===== src/rtl/alu_mc.sv =====
// Multi-cycle ALU: single-cycle logic/arith ops plus iterative unsigned MUL and DIVU
// sharing one (WIDTH+1)-bit add/subtract datapath, behind a start/busy/done handshake.
module alu_mc #(
    parameter int unsigned WIDTH = 32
) (
    input  logic             i_clk,
    input  logic             i_rst,
    input  logic             i_start,
    input  logic [3:0]       i_ctrl,
    input  logic [WIDTH-1:0] i_a,
    input  logic [WIDTH-1:0] i_b,
    output logic [WIDTH-1:0] o_result,
    output logic [WIDTH-1:0] o_hi,
    output logic             o_zero,
    output logic             o_overflow,
    output logic             o_dbz,
    output logic             o_busy,
    output logic             o_done
);

    localparam int unsigned CW = $clog2(WIDTH + 1);

    localparam logic [3:0] OP_AND  = 4'b0000;
    localparam logic [3:0] OP_OR   = 4'b0001;
    localparam logic [3:0] OP_ADD  = 4'b0010;
    localparam logic [3:0] OP_SUB  = 4'b0110;
    localparam logic [3:0] OP_SLT  = 4'b0111;
    localparam logic [3:0] OP_SLTU = 4'b0101;
    localparam logic [3:0] OP_NOR  = 4'b1100;
    localparam logic [3:0] OP_XOR  = 4'b1101;
    localparam logic [3:0] OP_MUL  = 4'b1000;
    localparam logic [3:0] OP_DIVU = 4'b1001;

    typedef enum logic [1:0] {StIdle, StRun, StDone} state_t;

    state_t r_state, w_state_next;

    logic [CW-1:0]    r_cnt;
    logic             r_mul;
    logic [WIDTH-1:0] r_acc;
    logic [WIDTH-1:0] r_q;
    logic [WIDTH-1:0] r_opd;
    logic [WIDTH-1:0] r_result;
    logic [WIDTH-1:0] r_hi;
    logic             r_zero;
    logic             r_ovf;
    logic             r_dbz;

    logic             w_accept;
    logic             w_is_mul;
    logic             w_b_zero;
    logic             w_multi;
    logic             w_last;

    logic [WIDTH-1:0] w_sum;
    logic [WIDTH-1:0] w_diff;
    logic [WIDTH-1:0] w_sc_result;
    logic [WIDTH-1:0] w_sc_hi;
    logic             w_sc_ovf;
    logic             w_sc_dbz;

    logic [WIDTH:0]   w_x;
    logic [WIDTH:0]   w_y;
    logic [WIDTH:0]   w_alu;
    logic [WIDTH:0]   w_mul_add;
    logic             w_qbit;
    logic [WIDTH-1:0] w_acc_next;
    logic [WIDTH-1:0] w_q_next;

    assign w_accept = (r_state == StIdle) && i_start;
    assign w_is_mul = (i_ctrl == OP_MUL);
    assign w_b_zero = (i_b == '0);
    assign w_multi  = w_is_mul || ((i_ctrl == OP_DIVU) && !w_b_zero);
    assign w_last   = (r_cnt == CW'(1));

    always_ff @(posedge i_clk or posedge i_rst) begin
        if (i_rst) begin
            r_state <= StIdle;
        end else begin
            r_state <= w_state_next;
        end
    end

    always_comb begin
        w_state_next = r_state;
        case (r_state)
            StIdle: begin
                if (i_start) begin
                    w_state_next = w_multi ? StRun : StDone;
                end
            end
            StRun: begin
                if (w_last) begin
                    w_state_next = StDone;
                end
            end
            StDone:  w_state_next = StIdle;
            default: w_state_next = StIdle;
        endcase
    end

    assign w_sum  = i_a + i_b;
    assign w_diff = i_a - i_b;

    always_comb begin
        w_sc_result = '0;
        w_sc_hi     = '0;
        w_sc_ovf    = 1'b0;
        w_sc_dbz    = 1'b0;
        case (i_ctrl)
            OP_AND:  w_sc_result = i_a & i_b;
            OP_OR:   w_sc_result = i_a | i_b;
            OP_ADD: begin
                w_sc_result = w_sum;
                w_sc_ovf    = (i_a[WIDTH-1] == i_b[WIDTH-1]) && (w_sum[WIDTH-1] != i_a[WIDTH-1]);
            end
            OP_SUB: begin
                w_sc_result = w_diff;
                w_sc_ovf    = (i_a[WIDTH-1] != i_b[WIDTH-1]) && (w_diff[WIDTH-1] != i_a[WIDTH-1]);
            end
            OP_SLT:  w_sc_result = {{(WIDTH-1){1'b0}}, ($signed(i_a) < $signed(i_b))};
            OP_SLTU: w_sc_result = {{(WIDTH-1){1'b0}}, (i_a < i_b)};
            OP_NOR:  w_sc_result = ~(i_a | i_b);
            OP_XOR:  w_sc_result = i_a ^ i_b;
            // Only reached as a single-cycle op when the divisor is zero.
            OP_DIVU: begin
                w_sc_result = '1;
                w_sc_hi     = i_a;
                w_sc_dbz    = 1'b1;
            end
            default: w_sc_result = '0;
        endcase
    end

    // Shared datapath: MUL adds multiplicand to the high accumulator; DIVU subtracts
    // the divisor from the partial remainder shifted left by one dividend bit.
    assign w_x       = r_mul ? {1'b0, r_acc} : {r_acc, r_q[WIDTH-1]};
    assign w_y       = {1'b0, r_opd};
    assign w_alu     = r_mul ? (w_x + w_y) : (w_x - w_y);
    assign w_mul_add = r_q[0] ? w_alu : {1'b0, r_acc};
    assign w_qbit    = ~w_alu[WIDTH];

    always_comb begin
        w_acc_next = '0;
        w_q_next   = '0;
        if (r_mul) begin
            w_acc_next = w_mul_add[WIDTH:1];
            w_q_next   = {w_mul_add[0], r_q[WIDTH-1:1]};
        end else begin
            w_acc_next = w_qbit ? w_alu[WIDTH-1:0] : w_x[WIDTH-1:0];
            w_q_next   = {r_q[WIDTH-2:0], w_qbit};
        end
    end

    always_ff @(posedge i_clk or posedge i_rst) begin
        if (i_rst) begin
            r_cnt    <= '0;
            r_mul    <= 1'b0;
            r_acc    <= '0;
            r_q      <= '0;
            r_opd    <= '0;
            r_result <= '0;
            r_hi     <= '0;
            r_zero   <= 1'b1;
            r_ovf    <= 1'b0;
            r_dbz    <= 1'b0;
        end else if (w_accept) begin
            if (w_multi) begin
                r_mul <= w_is_mul;
                r_acc <= '0;
                r_q   <= w_is_mul ? i_b : i_a;
                r_opd <= w_is_mul ? i_a : i_b;
                r_cnt <= CW'(WIDTH);
            end else begin
                r_result <= w_sc_result;
                r_hi     <= w_sc_hi;
                r_zero   <= (w_sc_result == '0);
                r_ovf    <= w_sc_ovf;
                r_dbz    <= w_sc_dbz;
            end
        end else if (r_state == StRun) begin
            r_acc <= w_acc_next;
            r_q   <= w_q_next;
            r_cnt <= r_cnt - 1'b1;
            if (w_last) begin
                r_result <= w_q_next;
                r_hi     <= w_acc_next;
                r_zero   <= (w_q_next == '0);
                r_ovf    <= 1'b0;
                r_dbz    <= 1'b0;
            end
        end
    end

    assign o_result   = r_result;
    assign o_hi       = r_hi;
    assign o_zero     = r_zero;
    assign o_overflow = r_ovf;
    assign o_dbz      = r_dbz;
    assign o_busy     = (r_state != StIdle);
    assign o_done     = (r_state == StDone);

endmodule


===== config.mk =====
export PLATFORM = sky130hd
export DESIGN_NAME = alu_mc
export DESIGN_NICKNAME = d
export VERILOG_FILES = /design/src/rtl/alu_mc.sv
export SDC_FILE = /design/constraint.sdc
export NUM_CORES = 1
export LEC_CHECK = 0
export CAP_MARGIN = 40
export CELL_PAD_IN_SITES_DETAIL_PLACEMENT = 1
export CELL_PAD_IN_SITES_GLOBAL_PLACEMENT = 1
export CORE_UTILIZATION = 33
export CTS_CLUSTER_SIZE = 10
export DETAILED_ROUTE_END_ITERATION = 8
export GPL_TIMING_DRIVEN = 0
export PLACE_DENSITY = 0.72
export RECOVER_POWER = 25
export SYNTH_ARGS = -nofsm -noshare
export SYNTH_HDL_FRONTEND = slang
export SYNTH_SLANG_ARGS = --single-unit

===== constraint.sdc =====
create_clock -name i_clk -period 5.48 [get_ports i_clk]
set_clock_uncertainty 0.15 [all_clocks]
set_input_delay 1.096 -clock i_clk [delete_from_list [all_inputs] [get_ports i_clk]]
set_output_delay 1.096 -clock i_clk [all_outputs]
set_load 0.05 [all_outputs]

==> impl_metrics.env <==
export IMPL_status="finished with violations"
export IMPL_violations="capacitance limit, slew limit"
export IMPL_placedCellCount=3257
export IMPL_yosys_area_share_simple=0.217
export IMPL_synthArstFlopShare=1.00
export IMPL_wl_per_cell_um=28.4
export IMPL_irDropWorstVdd_uv=271
export IMPL_initial_core_util=0.337
export IMPL_worstPathCellList="clkdlybuf4s50_1 > clkbuf_1 > clkbuf_1 > buf_1 > buf_8 > o221ai_1 > nor4_1 > nand4_1 > nor3_1 > nand4_1 > nor3_1 > nand3_1 > nand3_1"
export IMPL_path_class="primary input to flip-flop"
export IMPL_slew_headroom=-0.197
export IMPL_max_freq_ghz=0.184
export IMPL_final_cells=3299
export IMPL_synthFlopType="dfrtp_1"
export IMPL_track_usage=0.337
export IMPL_hold_path_class="flip-flop to flip-flop"
export IMPL_vias=20700
export IMPL_cp_required_ns=5.73
export IMPL_clk_pin_slew_ns=0.08
export IMPL_clockPowerShare=0.098
export IMPL_combPwrFrac=0.714
export IMPL_synth_compound_area_frac=0.300
export IMPL_grt_pass1_wl_mm=138
export IMPL_cts_buffer_depth=2
export IMPL_syn_area_per_cell_sq_um=7.41
export IMPL_ys_warn_count=0
export IMPL_areaGrowthSynthToFinish_pct=19.8
export IMPL_place_hpwl_mm=75.0
export IMPL_ios=140
export IMPL_ys_types=91
export IMPL_leakage_uw=0.00917
export IMPL_via_per_inst=6.29
export IMPL_synthCells=2408
export IMPL_antenna_cells=0
export IMPL_worst_r2r_setup_slack_ns=0.06
export IMPL_gp_congestion=0.954
export IMPL_synth_largest_area_cell="dfrtp_1"
export IMPL_synth_area_leaders="dfrtp_1, ha_1, nand2_1, a21oi_1, nor2_1"
export IMPL_switchingPower_uw=6900
export IMPL_totalPowerFinal_uw=12500
export IMPL_grt_setup_unrepaired="yes"
export IMPL_dieArea_sq_mm=0.0550
export IMPL_power_density_mw_per_mm2=585
export IMPL_cpLargestDelayFamily="buffers and inverters"
export IMPL_htreeDepth=4
export IMPL_synth_nets=2613
export IMPL_firstDrtPassIters=5
export IMPL_ff2ff_path_depth=22
export IMPL_p_int_uw=5610
export IMPL_cts_buffers=17
export IMPL_cp_end_kind="flip-flop"
export IMPL_cap_violations=2
export IMPL_antenna_found_initial=1
export IMPL_routed_wl_mm=93.6
export IMPL_path_depth=13
export IMPL_whs_ns=0.337
export IMPL_setup_viol=0
export IMPL_die_h_um=235
export IMPL_tightest_slew_ns=1.80
export IMPL_switching_share=0.552
export IMPL_period_minus_slack_ns=5.43
export IMPL_synth_top_family_by_area="compound AO/OA/AOI/OAI gates"
export IMPL_cp_arrival_ns=5.68
export IMPL_drive_gt1_frac=0.0858
export IMPL_yosysSeqAreaShare=0.241
export IMPL_clk_latency_ns=0.46
export IMPL_ant_nets=0
export IMPL_synth_edf_count=0
export IMPL_cts_root_buffer="clkbuf_16"
export IMPL_critPathSlowestCell="nor4_1"
export IMPL_core_area_sq_mm=0.0530
export IMPL_critPathMaxFanout=10
export IMPL_cpPeakStageDelay_ns=0.78
export IMPL_start_kind="primary input"
export IMPL_finalSetupTns_ns=0
export IMPL_grt_pass1_vias=21200
export IMPL_fillers=6550
export IMPL_synth_cell_area_sq_mm=0.0179
export IMPL_ys_ff_latch=172
export IMPL_report_final_slew_viol_count=65
export IMPL_die_x_um=235
export IMPL_cts_sinks=172
export IMPL_cts_tree="yes"
export IMPL_grt_max_degree=37
export IMPL_rows=84
export IMPL_fin_util=0.404
export IMPL_synth_fa_ha_area_frac=0.0952
export IMPL_cp_num_buf_inv=5
export IMPL_first_iter_violations=1820
export IMPL_port_buffers=139
export IMPL_overflow=0
export IMPL_hold_depth=1
export IMPL_hold_viol_final=0
export IMPL_period_share=0.990
export IMPL_nNetsFinal=2803
export IMPL_synth_xor_area_frac=0.0324
export IMPL_seq_power_share=0.188
export IMPL_drc_errors=0
export IMPL_netlist_area_leader_share=0.240
export IMPL_synth_area_mux_share=0.0503
-- placed cells by master, fill, tap and decap left out, types with 19 or more instances in the layout --
| cell | synthesis | final |
|---|---|---|
| nor4_1 | 29 | 27 |
| o21ai_0 | 150 | 147 |
| clkdlybuf4s50_1 | 0 | 114 |
| o211ai_1 | 20 | 20 |
| xor2_1 | 35 | 35 |
| a211oi_1 | 35 | 29 |
| buf_4 | 2 | 21 |
| a221oi_1 | 26 | 24 |
| nand3_1 | 38 | 38 |
| mux2i_1 | 48 | 48 |
| nand2_1 | 304 | 301 |
| nor3_1 | 60 | 55 |
| dfrtp_1 | 171 | 169 |
| o21ai_1 | 22 | 23 |
| mux2_2 | 32 | 32 |
| clkbuf_1 | 131 | 115 |
| a21o_1 | 37 | 37 |
| a21oi_1 | 225 | 221 |
| nor2_1 | 244 | 242 |
| a31oi_1 | 53 | 52 |
| nand2b_1 | 27 | 27 |
| nor2b_1 | 19 | 19 |
| inv_1 | 132 | 131 |
| o221ai_1 | 23 | 23 |
| nand4_1 | 23 | 23 |
| xnor2_1 | 31 | 30 |
| ha_1 | 131 | 126 |
-- synth_stat cells (all sizes together), types with 20 or more instances --
cell type / instances
dfrtp: 171
ha: 131
nand4: 23
o211ai: 20
clkbuf: 131
mux2i: 49
xor2: 35
inv: 134
a21oi: 225
nand3: 39
buf: 31
a31oi: 53
a211oi: 35
nor4: 30
nor3: 61
mux2: 35
nand2b: 27
a221oi: 26
nand2: 304
xnor2: 31
o21ai: 172
o221ai: 23
a21o: 37
nor2: 245
-- power by group through the flow --
stage	Sequential (uW)	Clock (uW)	Combinational [uW]
floorplan	2820	0	5050
CTS	2320	1230	8530
global placement	2310	0	8070
finish	2350	1230	8940
detailed placement	2330	0	8300
global route	2390	1280	9490
-- per-layer routing --
| metal | global-route usage | wire length [um] | up-vias |
|---|---|---|---|
| met3 | 0.0524 | 6820 | 271 |
| met1 | 0.424 | 38100 | 10300 |
| met5 | 0 | 13 | - |
| met2 | 0.551 | 43000 | 970 |
| li1 | - | - | 9168 |
| met4 | 0.184 | 5660 | 2 |
-- cells by family after synthesis --
group	after synthesis
buffers and inverters	297
DFF	172
AOI/OAI and AO/OA	814
muxes	84
xor gates and xnor gates	66
adders and majority gates	134
and+or+nand+nor	841
-- path summary, 6_finish.rpt --
check,from,endpoint
worst max-delay path,i_ctrl[1],o_zero
worst min-delay path,o_result[1],o_result[1]
worst max register to register,r_opd[6],o_hi[19]
worst min register to register,o_result[1],o_result[1]
max in group asynchronous,i_rst,o_hi[27]
min in group asynchronous,i_rst,o_hi[6]
-- state kept, by name, summed over array words and instances, names as in the netlist --
name        cells
o_hi           32
o_result       32
r_acc          32
r_opd          32
r_q            32
r_cnt           6
r_state         2
o_dbz           1
o_overflow      1
o_zero          1
r_mul           1
-- cell type report --
class / count / area [sq um] / area share
Sequential cell: 172 / 4310 / 0.201
Buffer: 156 / 676 / 0.0316
Tap cell: 688 / 861 / 0.0402
Clock inverter: 14 / 133 / 0.00620
Timing Repair Buffer: 177 / 1790 / 0.0838
Clock buffer: 18 / 429 / 0.0201
Inverter: 135 / 508 / 0.0237
Multi-Input combinational cell: 1939 / 12700 / 0.593
-- through the flow --
| step | setup WS (ns) | area (sq um) |
|---|---|---|
| detailed placement | -2.19 | 20400 |
| global route | -0.0932 | 21400 |
| finish | 0.0544 | 21400 |
| floorplan | 0.108 | 17900 |
| CTS | 0.000594 | 21100 |
| global placement | -2.14 | 20100 |
-- worst reg2reg max path: stages, from the launching register on --
cell	delay (ns)
dfrtp_1	0.41
or4_4	0.59
nor2_2	0.13
nand2_2	0.10
nor3_4	0.27
nand2_2	0.10
nor2_4	0.20
buf_4	0.15
a21oi_1	0.07
xnor2_1	0.31
ha_1	0.37
a21oi_1	0.26
o21a_1	0.17
nor2_1	0.07
o41ai_4	0.40
mux2i_4	0.33
nor2_4	0.10
buf_8	0.19
buf_4	0.20
nand2_1	0.08
nand3_1	0.14
a32oi_2	0.38
a21oi_2	0.10
-- repair_timing --
| action | 4_1_cts | 5_1_grt |
|---|---|---|
| setup buffers | 3 | 13 |
| hold buffers | 0 | 0 |
| hold endpoints to repair | 0 | 0 |
| resized for setup | 53 | 71 |
| pin swaps | 6 | 15 |
| endpoints found under the setup margin | 69 | 51 |
Power figures use the tool's default switching activity.
